<file path="config.mk">
export PLATFORM = sky130hd
export DESIGN_NAME = muldiv_unit
export DESIGN_NICKNAME = d
export VERILOG_FILES = /design/src/rtl/muldiv_unit.sv
export SDC_FILE = /design/constraint.sdc
export NUM_CORES = 1
export LEC_CHECK = 0
export CAP_MARGIN = 20
export CORE_ASPECT_RATIO = 1.75
export CORE_MARGIN = 3
export CORE_UTILIZATION = 63
export DETAILED_ROUTE_END_ITERATION = 16
export PLACE_DENSITY_LB_ADDON = 0.25
export SLEW_MARGIN = 20
export SYNTH_ARGS = -nofsm -noshare
export SYNTH_HDL_FRONTEND = slang
export SYNTH_SLANG_ARGS = --single-unit
</file>
<file path="constraint.sdc">
create_clock -name clk -period 7.1 [get_ports clk]
set_input_delay 1.065 -clock clk [delete_from_list [all_inputs] [get_ports clk]]
set_output_delay 1.065 -clock clk [all_outputs]
set_load 0.02 [all_outputs]
</file>
<file path="src/rtl/muldiv_unit.sv">
// rtl/muldiv_unit.sv - iterative signed/unsigned multiply-divide unit producing HI/LO
// Optional MULDIV_FAST_MUL_EN: single-cycle array multiply for MULT/MULTU.
module muldiv_unit #(
    parameter int WIDTH = 32,
    parameter int CNT_W = 6
) (
    input  logic             clk,
    input  logic             rst,
    input  logic             start,
    input  logic [4:0]       alu_op,
    input  logic [WIDTH-1:0] src1,
    input  logic [WIDTH-1:0] src2,
    input  logic             cancel,
    output logic             busy,
    output logic             done,
    output logic [WIDTH-1:0] hi,
    output logic [WIDTH-1:0] lo,
    output logic             div_by_zero
);

    localparam logic [1:0] S_IDLE = 2'd0;
    localparam logic [1:0] S_CALC = 2'd1;
    localparam logic [1:0] S_FIX  = 2'd2;
    localparam logic [1:0] S_DONE = 2'd3;

    localparam logic [CNT_W-1:0] CNT_LAST = CNT_W'(WIDTH - 1);

    logic [1:0]         state;
    logic [CNT_W-1:0]   cnt;
    logic [2*WIDTH-1:0] acc;
    logic [WIDTH-1:0]   opnd;
    logic               op_div;
    logic               neg_lo;
    logic               neg_hi;
    logic               dz_q;

    logic               op_valid;
    logic               op_is_div;
    logic               op_signed;
    logic               s1;
    logic               s2;
    logic [WIDTH-1:0]   abs1;
    logic [WIDTH-1:0]   abs2;
    logic [WIDTH:0]     mul_sum;
    logic [WIDTH:0]     div_trial;
    logic [2*WIDTH-1:0] mul_next;
    logic [2*WIDTH-1:0] div_next;
    logic [2*WIDTH-1:0] prod_fix;
    logic [WIDTH-1:0]   fix_hi;
    logic [WIDTH-1:0]   fix_lo;

    // opcodes 12..15: bit1 selects divide, bit0 selects unsigned
    assign op_valid  = (alu_op[4:2] == 3'b011);
    assign op_is_div = alu_op[1];
    assign op_signed = ~alu_op[0];
    assign s1        = op_signed & src1[WIDTH-1];
    assign s2        = op_signed & src2[WIDTH-1];
    assign abs1      = s1 ? -src1 : src1;
    assign abs2      = s2 ? -src2 : src2;

    // Multiply: acc = {partial sum, remaining multiplier bits}, shifted right each step
    assign mul_sum  = {1'b0, acc[2*WIDTH-1:WIDTH]} + (acc[0] ? {1'b0, opnd} : {(WIDTH+1){1'b0}});
    assign mul_next = {mul_sum, acc[WIDTH-1:1]};

    // Divide: acc = {remainder, dividend/quotient}, shifted left each step
    assign div_trial = {acc[2*WIDTH-1:WIDTH], acc[WIDTH-1]} - {1'b0, opnd};
    assign div_next  = div_trial[WIDTH] ? {acc[2*WIDTH-2:0], 1'b0}
                                        : {div_trial[WIDTH-1:0], acc[WIDTH-2:0], 1'b1};

    assign prod_fix = neg_lo ? -acc : acc;

    // With a zero divisor every trial succeeds, so the remainder ends up holding
    // |src1|; re-applying the dividend sign restores the original src1 in hi.
    always_comb begin
        fix_hi = prod_fix[2*WIDTH-1:WIDTH];
        fix_lo = prod_fix[WIDTH-1:0];
        if (op_div) begin
            fix_hi = neg_hi ? -acc[2*WIDTH-1:WIDTH] : acc[2*WIDTH-1:WIDTH];
            fix_lo = neg_lo ? -acc[WIDTH-1:0] : acc[WIDTH-1:0];
            if (dz_q)
                fix_lo = {WIDTH{1'b1}};
        end
    end

    always_ff @(posedge clk or negedge rst) begin
        if (!rst) begin
            state       <= S_IDLE;
            cnt         <= '0;
            acc         <= '0;
            opnd        <= '0;
            op_div      <= 1'b0;
            neg_lo      <= 1'b0;
            neg_hi      <= 1'b0;
            dz_q        <= 1'b0;
            hi          <= '0;
            lo          <= '0;
            div_by_zero <= 1'b0;
        end else begin
            case (state)
                S_IDLE: begin
                    if (start && op_valid && !cancel) begin
                        op_div <= op_is_div;
                        dz_q   <= op_is_div && (src2 == '0);
                        neg_lo <= s1 ^ s2;
                        neg_hi <= s1;
                        cnt    <= '0;
                        if (op_is_div) begin
                            opnd  <= abs2;
                            acc   <= {{WIDTH{1'b0}}, abs1};
                            state <= S_CALC;
                        end else begin
`ifdef MULDIV_FAST_MUL_EN
                            acc   <= {{WIDTH{1'b0}}, abs1} * {{WIDTH{1'b0}}, abs2};
                            state <= S_FIX;
`else
                            opnd  <= abs1;
                            acc   <= {{WIDTH{1'b0}}, abs2};
                            state <= S_CALC;
`endif
                        end
                    end
                end
                S_CALC: begin
                    if (cancel) begin
                        state <= S_IDLE;
                    end else begin
                        acc <= op_div ? div_next : mul_next;
                        cnt <= cnt + CNT_W'(1);
                        if (cnt == CNT_LAST)
                            state <= S_FIX;
                    end
                end
                S_FIX: begin
                    if (cancel) begin
                        state <= S_IDLE;
                    end else begin
                        hi          <= fix_hi;
                        lo          <= fix_lo;
                        div_by_zero <= dz_q;
                        state       <= S_DONE;
                    end
                end
                default: state <= S_IDLE;
            endcase
        end
    end

    assign busy = (state != S_IDLE);
    assign done = (state == S_DONE);

endmodule

</file>
==> impl_metrics.tcl <==
set metrics [dict create \
    met3_wirelength_mm 3.28 \
    wl_met1_mm 16.6 \
    initial_core_util_pct 64.0 \
    required_ns 7.48 \
    crit_cells 12 \
    synthCells 1819 \
    rsz0062_at_grt "no" \
    hold_viol 0 \
    drive_gt1_share_pct 3.78 \
    synth-edff-count 0 \
    ant_nets 0 \
    gp_congestion 1.03 \
    reg2regPathDepth 12 \
    core_area_um2 22200 \
    grt_pass1_vias 14535 \
    drt-total-wl_mm 48.8 \
    min_to "hi[19]" \
    clock-skew-final_ns 0.00842 \
    holdBufCountCts 0 \
    grt_max_degree 91 \
    cts_buffers 17 \
    synth.most_common_cell "nor2_1" \
    routedWlPerCell_um 22.2 \
    cts_tree "done" \
    synth_top_area_share_pct 30.5 \
    grt_pass1_wl_mm 76.7 \
    async_flop_share_pct 100 \
    die_w_um 119 \
    yosysWarnings 0 \
    cts-root-buf "clkbuf_16" \
    antenna_cells 0 \
    die_height_um 205 \
    syn-cell-area_um2 14200 \
    ys_seq_area_share_pct 30.5 \
    reg2reg_from "acc[31]" \
    viasPerCell 6.62 \
    synth_commonest_cells "nor2_1 (212), a21oi_1 (201), o21ai_0 (182)" \
    via_count 14573 \
    top_layer_used "met4" \
    max_stage_delay_ns 0.80 \
    crit_buf_inv 1 \
    finalCriticalPeriod_ns 4.55 \
    critPathTopFamily "compound AO/OA/AOI/OAI gates" \
    fin_crit_sh_pct 64.1 \
    min_from "hi[19]" \
    htreeDepth 4 \
    synth_flop_cell "dfrtp_1" \
    hp-class "flip-flop to flip-flop" \
    grt_overflow 0 \
    cp-start-kind "flip-flop" \
    synthDistinctLibCells 68 \
    clk_latency_ns 0.47 \
    firstDrtPassIters 6 \
    ioPinCount 140 \
    slew_headroom_pct 25.8 \
    nets 2035 \
    dp_hpwl_mm 36.8 \
    cp_data_arrival_time_ns 4.93 \
    antenna_found_initial 0 \
    report.final.slew_viol_count 0 \
    p_leak_nw 7.02 \
    cts_resized 0 \
    fin_util_pct 73.6 \
    path_max_fanout 19 \
    tightest_slew_ns 1.11 \
    regToRegEndpoint "acc[61]" \
    post-cts-setup-buffers 0 \
    avgSynthCellArea_um2 7.80 \
    met2_length_mm 25.0 \
    synth_fp_nets 1963 \
    port_buffers 139 \
    status "finished clean" \
    clock-sinks 173 \
    r2r_slack_ns 2.55 \
    fill_cells 1755 \
    power_density_nw_per_um2 350 \
    cpMaxStageDelayCell "a2111oi_0" \
    cts_buffer_depth 2 \
    cp-end-kind "flip-flop" \
    clk_pin_slew_ns 0.08 \
    area_delta_synth_final_pct 14.9 \
    track_usage_pct 40.0 \
    drc 0 \
    rows 72 \
    dieArea_um2 24400 \
    setup_tns_ns 0 \
    min_delay_path_depth 2 \
    peakVddDrop_mv 0.227 \
    worstSetupPathType "flip-flop to flip-flop" \
    fmax_mhz 220 \
    synth_area_leaders "dfrtp_1 (31%), a21oi_1 (7.1%), o21ai_0 (6.4%)" \
    drtIter0Drc 1469 \
    synth_seq_cells 173 \
    drv_cap 0 \
    setup_viol 0 \
    crit_chain "inv_1 > ha_1 > fa_1 > nand2b_1 > a21oi_1 > o211ai_1 > a2111oi_0 > o31a_1 > or3_1 > nand2_1 > o311a_1 > a211oi_1" \
    yosysTopAreaCell "dfrtp_1" \
]
-- area by class of cell --
cell class              count  area, um^2  share of cell area, %
clock inverters            13         144                  0.883
multi-input cells        1485        9270                   56.9
flip-flops and latches    173        4330                   26.6
inverters                  56         210                   1.29
repair buffers            158        1530                   9.41
well taps                 296         370                   2.27
clock buffers              19         443                   2.72
-- logic make-up (layout without fill, tap and decap cells) --
family / count (synthesis) / count (layout) / share of synthesized area, %
adder cells (fa/ha/maj): 71 / 71 / 6.37
AND/OR/NAND/NOR: 600 / 600 / 19.5
XOR/XNOR: 174 / 174 / 10.7
buffers and inverters: 161 / 246 / 4.32
flip-flops: 173 / 173 / 30.5
multiplexers: 56 / 56 / 3.96
AO/OA/AOI/OAI: 584 / 584 / 24.6
-- where the power goes --
part / internal, mW / leakage [nW] / switching, mW / total (mW)
combinational: 1.25 / 4.61 / 1.91 / 3.16
sequential: 1.20 / 2.12 / 0.375 / 1.58
clock: 0.509 / 0.288 / 0.467 / 0.976
total: 2.96 / 7.02 / 2.76 / 5.71
-- how the worst max path moves through the flow --
stage | start | end | slack, ns
floorplan | acc[31] | acc[47] | 3.36
global placement | acc[31] | acc[61] | 2.81
detailed placement | acc[31] | acc[61] | 2.68
CTS | acc[31] | acc[61] | 2.64
global route | acc[31] | acc[61] | 2.28
finish | acc[31] | acc[61] | 2.55
-- layer usage --
metal,vias to the layer above,global-route usage (%)
li1,6661,-
met1,6874,41.4
met2,791,72.0
met3,247,6.33
met4,0,29.8
met5,-,0
-- sequential cells by signal, indices dropped and copies added, names as in the netlist --
name	count
acc	64
hi	32
lo	32
opnd	32
cnt	6
state	2
div_by_zero	1
dz_q	1
neg_hi	1
neg_lo	1
op_div	1
-- per-stage QoR --
| stage | power, mW | cells | area, um^2 | hold WS, ns | worst slack, ns |
|---|---|---|---|---|---|
| floorplan | 3.71 | 1819 | 14200 | 0.450 | 3.36 |
| global placement | 4.58 | 2167 | 15700 | 0.461 | 2.81 |
| detailed placement | 4.64 | 2168 | 15700 | 0.470 | 2.68 |
| CTS | 5.62 | 2200 | 16300 | 0.484 | 2.64 |
| global route | 6.06 | 2200 | 16300 | 0.503 | 2.28 |
| finish | 5.71 | 2200 | 16300 | 0.479 | 2.55 |
-- worst min-delay path, cell delays in order (launching register included) --
cell     delay (ns)
dfrtp_1        0.34
nand2_1        0.05
o21ai_0        0.06
-- placed cells by master (no fill, tap or decap), types with 5 or more instances in the layout --
cell / Yosys / layout
nor4_1: 6 / 6
o211ai_1: 16 / 16
o21ai_0: 182 / 182
nand3_1: 40 / 39
a211oi_1: 16 / 16
a221oi_1: 6 / 6
inv_1: 55 / 55
ha_1: 69 / 69
dfrtp_1: 173 / 172
o41ai_1: 14 / 14
xnor2_1: 71 / 71
nor2b_1: 12 / 12
mux2i_1: 55 / 55
nor2_1: 212 / 209
a22oi_1: 16 / 16
a21o_1: 29 / 29
clkdlybuf4s50_1: 0 / 137
a21boi_0: 6 / 6
nand4_1: 14 / 14
nor3_1: 51 / 51
o21bai_1: 5 / 5
and2_1: 7 / 7
clkbuf_16: 0 / 17
or4_1: 13 / 13
or3_1: 17 / 17
a21oi_1: 201 / 200
o221ai_1: 10 / 10
o21a_1: 9 / 9
xor2_1: 103 / 103
and3_1: 13 / 13
o31ai_1: 21 / 21
nand2b_1: 23 / 23
buf_4: 0 / 18
a31oi_1: 14 / 14
nand2_1: 168 / 168
inv_6: 0 / 6
(Power assumes the default switching activity.)
